<file path="src/rtl/fp_arith_pkg.sv">
// Shared helpers for the fixed-point arithmetic library:
// Q-format widths, saturation limits and the iterative-unit state set.
package fp_arith_pkg;

  typedef enum logic [1:0] {
    ST_IDLE,
    ST_CALC,
    ST_FINAL,
    ST_DONE
  } iter_state_e;

  function automatic int q_width(input int i, input int f);
    return i + f;
  endfunction

  function automatic logic [63:0] sat_max(input int w);
    return (64'd1 << (w - 1)) - 64'd1;
  endfunction

  function automatic logic [63:0] sat_min(input int w);
    return 64'd1 << (w - 1);
  endfunction

endpackage

</file>
<file path="src/rtl/fp_div_step.sv">
// One restoring-division iteration: shift in a dividend bit,
// subtract the divisor when it fits.
module fp_div_step #(
  parameter int W = 15
) (
  input  logic [W-1:0] i_rem,
  input  logic [W-1:0] i_den,
  input  logic         i_bit,
  output logic [W-1:0] o_rem,
  output logic         o_q
);

  logic [W:0]   w_sh;
  logic [W-1:0] w_diff;

  assign w_sh   = {i_rem, i_bit};
  assign o_q    = (w_sh >= {1'b0, i_den});
  // the difference is always below the divisor, so W bits suffice
  assign w_diff = w_sh[W-1:0] - i_den;
  assign o_rem  = o_q ? w_diff : w_sh[W-1:0];

endmodule

</file>
<file path="src/rtl/fp_div.sv">
// Sequential signed fixed-point divider, one quotient bit per cycle.
// Define FP_DIV_ROUND_EN for round-half-away-from-zero.
module fp_div
  import fp_arith_pkg::*;
#(
  parameter int int1     = 6,
  parameter int frac1    = 8,
  parameter int int2     = 6,
  parameter int frac2    = 8,
  parameter int out_int  = 6,
  parameter int out_frac = 12
) (
  input  logic                              clk,
  input  logic                              reset,
  input  logic                              in_valid,
  output logic                              in_ready,
  input  logic [q_width(int1,frac1)-1:0]    a,
  input  logic [q_width(int2,frac2)-1:0]    b,
  output logic                              out_valid,
  input  logic                              out_ready,
  output logic [q_width(out_int,out_frac)-1:0] quotient,
  output logic                              overflow,
  output logic                              div_by_zero
);

  localparam int AW   = q_width(int1, frac1);
  localparam int BW   = q_width(int2, frac2);
  localparam int OW   = q_width(out_int, out_frac);
  localparam int SH   = out_frac + frac2 - frac1;
  localparam int ITER = AW + SH;
  localparam int DW   = BW + 1;
  localparam int CW   = $clog2(ITER);
  localparam logic [63:0] MAXP = sat_max(OW);
  localparam logic [63:0] MINN = sat_min(OW);

  if (SH < 0) begin : g_bad_fmt
    $error("fp_div: out_frac+frac2-frac1 must be >= 0");
  end

  iter_state_e r_state, w_state_nx;

  logic            r_sign;
  logic [ITER-1:0] r_num;
  logic [DW-1:0]   r_den;
  logic [DW-1:0]   r_rem;
  logic [CW-1:0]   r_cnt;
  logic [OW-1:0]   r_quo;
  logic            r_ovf;
  logic            r_dz;

  logic [AW:0]     w_a_ext, w_a_abs;
  logic [DW-1:0]   w_b_ext, w_b_abs;
  logic [ITER-1:0] w_n0;
  logic            w_bz;
  logic            w_acc;
  logic [DW-1:0]   w_rem_nx;
  logic            w_q;
  logic [ITER:0]   w_mq;
  logic [ITER:0]   w_lim;
  logic [OW-1:0]   w_mq_lo;
  logic [OW-1:0]   w_sat;

  // one extra bit so the most negative operand has a magnitude
  assign w_a_ext = {a[AW-1], a};
  assign w_a_abs = a[AW-1] ? -w_a_ext : w_a_ext;
  assign w_b_ext = {b[BW-1], b};
  assign w_b_abs = b[BW-1] ? -w_b_ext : w_b_ext;
  assign w_n0    = ITER'(w_a_abs) << SH;
  assign w_bz    = (b == '0);
  assign w_acc   = in_valid & in_ready;

  assign in_ready    = (r_state == ST_IDLE);
  assign out_valid   = (r_state == ST_DONE);
  assign quotient    = r_quo;
  assign overflow    = r_ovf;
  assign div_by_zero = r_dz;

  fp_div_step #(.W(DW)) u_step (
    .i_rem (r_rem),
    .i_den (r_den),
    .i_bit (r_num[ITER-1]),
    .o_rem (w_rem_nx),
    .o_q   (w_q)
  );

`ifdef FP_DIV_ROUND_EN
  logic w_rnd;
  assign w_rnd = ({r_rem, 1'b0} >= {1'b0, r_den});
  assign w_mq  = {1'b0, r_num} + {{ITER{1'b0}}, w_rnd};
`else
  assign w_mq  = {1'b0, r_num};
`endif

  assign w_lim   = r_sign ? MINN[ITER:0] : MAXP[ITER:0];
  assign w_mq_lo = w_mq[OW-1:0];
  assign w_sat   = r_sign ? MINN[OW-1:0] : MAXP[OW-1:0];

  always_ff @(posedge clk) begin
    if (!reset) r_state <= ST_IDLE;
    else        r_state <= w_state_nx;
  end

  always_comb begin
    w_state_nx = r_state;
    case (r_state)
      ST_IDLE:
        if (in_valid) w_state_nx = w_bz ? ST_DONE : ST_CALC;
      ST_CALC:
        if (r_cnt == '0) w_state_nx = ST_FINAL;
      ST_FINAL:
        w_state_nx = ST_DONE;
      ST_DONE:
        if (out_ready) w_state_nx = ST_IDLE;
      default:
        w_state_nx = ST_IDLE;
    endcase
  end

  always_ff @(posedge clk) begin
    if (!reset) begin
      r_sign <= 1'b0;
      r_num  <= '0;
      r_den  <= '0;
      r_rem  <= '0;
      r_cnt  <= '0;
      r_quo  <= '0;
      r_ovf  <= 1'b0;
      r_dz   <= 1'b0;
    end else begin
      if (w_acc) begin
        r_sign <= a[AW-1] ^ b[BW-1];
        r_num  <= w_n0;
        r_den  <= w_b_abs;
        r_rem  <= '0;
        r_cnt  <= CW'(ITER - 1);
        if (w_bz) begin
          r_quo <= a[AW-1] ? MINN[OW-1:0] : MAXP[OW-1:0];
          r_dz  <= 1'b1;
          r_ovf <= 1'b0;
        end
      end
      if (r_state == ST_CALC) begin
        // quotient bits shift into the vacated dividend positions
        r_rem <= w_rem_nx;
        r_num <= {r_num[ITER-2:0], w_q};
        r_cnt <= r_cnt - 1'b1;
      end
      if (r_state == ST_FINAL) begin
        r_dz <= 1'b0;
        if (w_mq > w_lim) begin
          r_quo <= w_sat;
          r_ovf <= 1'b1;
        end else begin
          r_quo <= r_sign ? -w_mq_lo : w_mq_lo;
          r_ovf <= 1'b0;
        end
      end
    end
  end

endmodule

</file>
<file path="config.mk">
export PLATFORM = sky130hd
export DESIGN_NAME = fp_div
export DESIGN_NICKNAME = d
export VERILOG_FILES = /design/src/rtl/fp_arith_pkg.sv /design/src/rtl/fp_div_step.sv /design/src/rtl/fp_div.sv
export SDC_FILE = /design/constraint.sdc
export NUM_CORES = 1
export LEC_CHECK = 0
export CAP_MARGIN = 20
export CORE_MARGIN = 10
export CORE_UTILIZATION = 59
export DETAILED_ROUTE_END_ITERATION = 8
export HOLD_SLACK_MARGIN = 0.08
export PLACE_DENSITY = 0.82
export SLEW_MARGIN = 25
export SYNTH_ARGS = -nofsm -noshare
export SYNTH_HDL_FRONTEND = slang
export SYNTH_SLANG_ARGS = --single-unit
</file>
<file path="constraint.sdc">
create_clock -name clk -period 6.5 [get_ports clk]
set_input_delay 0.65 -clock clk [delete_from_list [all_inputs] [get_ports clk]]
set_output_delay 0.65 -clock clk [all_outputs]
set_load 0.02 [all_outputs]
</file>
==> impl_results.md <==
- Outcome: finished, final reports clean
- Setup-failing EPs final: 0
- Antenna-violating nets left: 0
- Hpwl dp: 10060 um
- Average size of a mapped cell: 7.684 sq um
- Post-synth top area share: 0.2973
- Crit Path Class: flop to flop
- Initial drt markers: 367
- Post-CTS sizing: 0
- # hold bufs at CTS: 0
- CP Max Fanout: 36
- Worst-Margin Slew: 1.081 ns
- Htree depth: 3
- WP data required: 6.70 ns
- Post-Place Setup Slack: 3.074 ns
- Buf/Inv on CP: 4
- Async SR Flop Fraction: 0
- Most used DFF post-synth: dfxtp_1
- Clock tree buffer depth: 2
- Slew HR: 0.2795
- Post-synthesis register bit count: 84
- Slew Viols, Final: 0
- WL final: 13930 um
- Worst vdd ir: 0.0003139 V
- Post-synthesis sequential area ratio: 0.2973
- Cts bufs inserted: 9
- Core Box Area: 0.009284 sq mm
- Die footprint: 0.01390 sq mm
- Die width: 117.9 um
- Worst path top cell family by delay: buffers and inverters
- TritonCTS clock tree: done
- Post-Syn Nets: 811
- Root Driver: clkbuf_8
- Top cells by area, synth: dfxtp_1 30%, ha_1 9.3%, nor2_1 6.5%, a21oi_1 4.8%, a211oi_1 4.1%
- Iteration count of the initial detailed-routing pass: 5
- Rows: 35
- Final period util: 0.5367
- GRT Util Overall: 0.1916
- Final Hold Fails: 0
- Unrepaired setup endpoints after global routing: no
- Vias per Instance: 5.964
- Gpl congestion: 0.8770
- Total grt overflow: 0
- Power density cells: 516.9 mW/mm^2
- Fin worst setup slack: 3.012 ns
- Max-cap violation count: 0
- Sequential cell area: 0.001682 sq mm
- Leading area contributor after synthesis: dfxtp_1
- I/O Buffers: 53
- Worst-Skew Late Latency: 0.37 ns
- Crit start category: flop
- WL/cell: 15.56 um
- Final nets: 836
- Final core occ: 0.6895
- # clock sinks: 84
- Post-CTS Setup Bufs: 0
- DRC Markers: 0
- Setup Skew: 0.02000 ns
- FILL cells: 785
- Largest net degree at the start of global routing: 61
- Footprint of the multi-input gates: 0.003661 sq mm
- Cells after synthesis: 736
- Routed vias: 5338
- Slowest CP cell: ha_1
- Top achievable clock speed: 286.7 MHz
- Ant diodes: 0
- Max incr delay on CP: 0.43 ns
- First-pass GRT wire length: 23260 um
- Vias in the first global route: 4966
- Clock transition at the registers of the reported paths: 0.09 ns
- Pleak: 2.643 nW
- Mapped Area: 0.005655 sq mm
- Worst Path Arrival: 3.69 ns
- Yosys warns: 0
- P&R area growth vs syn: 13.19%
- Share of cells above drive strength 1: 0.05091
- Hold/Removal Path Class: flop to flop
- Critical path, cell by cell: buf_4 -> inv_1 -> ha_1 -> and4_1 -> nand4_1 -> nor4_1 -> inv_1 -> o2bb2ai_1 -> buf_4 -> and3_1 -> o21ai_1 -> o221ai_1
- Fin crit period: 3.488 ns
- Setup_tns: 0 ns
- Cell variety after synth: 62
- Number of synthesized flops with an enable pin: 0
- Antenna violations before repair: 0
- Die Y-Extent: 117.9 um
- CP endpoint kind: flop
- Initial Utilization: 0.6092
- Top Ports: 54
==> layout by cell type, fill, tap and decap left out, types with 7 or more instances in the layout <==
cell type        Yosys  routed
xor2_1              23      23
nand2_1             56      56
a21o_1              10      10
o21ai_1             28      28
o21ai_0             25      25
nand3_1              8       8
nor2b_1              7       7
o221ai_1            13      13
mux2i_1             18      18
o31ai_1              8       8
nand4_1              9       9
a31oi_1              8       8
a211oi_1            31      31
a21oi_1             54      54
clkbuf_8             0      10
nand2b_1            11      11
and3_1              18      18
ha_1                42      41
or3_1                7       7
xnor2_1             10      10
inv_1               40      40
clkdlybuf4s50_1      0      53
dfxtp_1             84      84
nor2_1              98      98
nor3_1              24      23
==> tightest hold or removal path: cells and delay by family, from the launching register on <==
family | cells | cell delay [ns]
AO/OA/AOI/OAI | 1 | 0.05
flip-flops | 1 | 0.33
AND/OR/NAND/NOR | 1 | 0.06
==> stage by stage <==
stage	hold slack, ns	cells	power [W]	instance area, sq um
5_1_grt	0.4994	895	0.003586	6401
2_1_floorplan	0.4275	736	0.002473	5655
6_report	0.4741	895	0.003309	6401
3_5_place_dp	0.4522	879	0.002924	6217
3_3_place_gp	0.4367	879	0.002841	6215
4_1_cts	0.4650	895	0.003289	6400
==> cell usage after synthesis (all sizes together) (8+ instances only) <==
cell	count
o31ai	8
mux2i	18
nand2	56
or3	8
clkbuf	39
o21ai	53
o221ai	13
dfxtp	84
nor2	98
nand2b	11
a211oi	31
nand4	9
nand3	9
ha	42
a21oi	55
a21o	10
nor3	28
and3	18
inv	41
xnor2	10
xor2	23
a31oi	8
==> flip-flops by register name, indices dropped and copies added (netlist names) <==
name / flops
r_sign: 1
quotient: 18
r_state: 2
overflow: 1
r_rem: 15
r_den: 15
r_cnt: 5
r_num: 26
div_by_zero: 1
==> metal layers <==
layer | global-route usage | routed length [um] | vias up | share of wire
met3 | 0.03213 | 669 | 14 | 0.048
li1 | - | - | 2693 | -
met4 | 0.06182 | 187 | 0 | 0.013
met2 | 0.3122 | 6450 | 152 | 0.46
met1 | 0.2505 | 6620 | 2479 | 0.48
met5 | 0 | 0 | - | 0
==> power by group <==
| part | switching [W] | internal [W] |
|---|---|---|
| clock | 0.000203 | 0.000151 |
| combinational | 0.00123 | 0.000919 |
| sequential | 0.000129 | 0.000673 |
| total | 0.00157 | 0.00174 |
==> worst paths after layout <==
path	slack [ns]	cells after the start	startpoint	to
worst max-delay path	3.01	12	r_sign	quotient[2]
worst min-delay path	0.47	2	r_rem[14]	r_rem[14]
worst max register to register	3.01	12	r_sign	quotient[2]
worst min register to register	0.47	2	r_rem[14]	r_rem[14]
==> cells by family after synthesis <==
family          count (synthesis)  share of synthesized area
simple gates                  267                     0.2321
compound gates                204                     0.2281
buf+inv                        84                    0.05708
flops                          84                     0.2973
fa+ha+maj                      43                    0.09646
xor+xnor                       33                    0.05110
mux                            21                    0.03783
==> area by class of cell <==
class	instances	share of cell area
multi-input combinational	568	0.5719
sequential	84	0.2627
timing repair buffer	57	0.08757
tap	129	0.02522
inverter	41	0.02404
clock buffer	10	0.02150
clock inverter	6	0.007037
(Power assumes the default switching activity.)
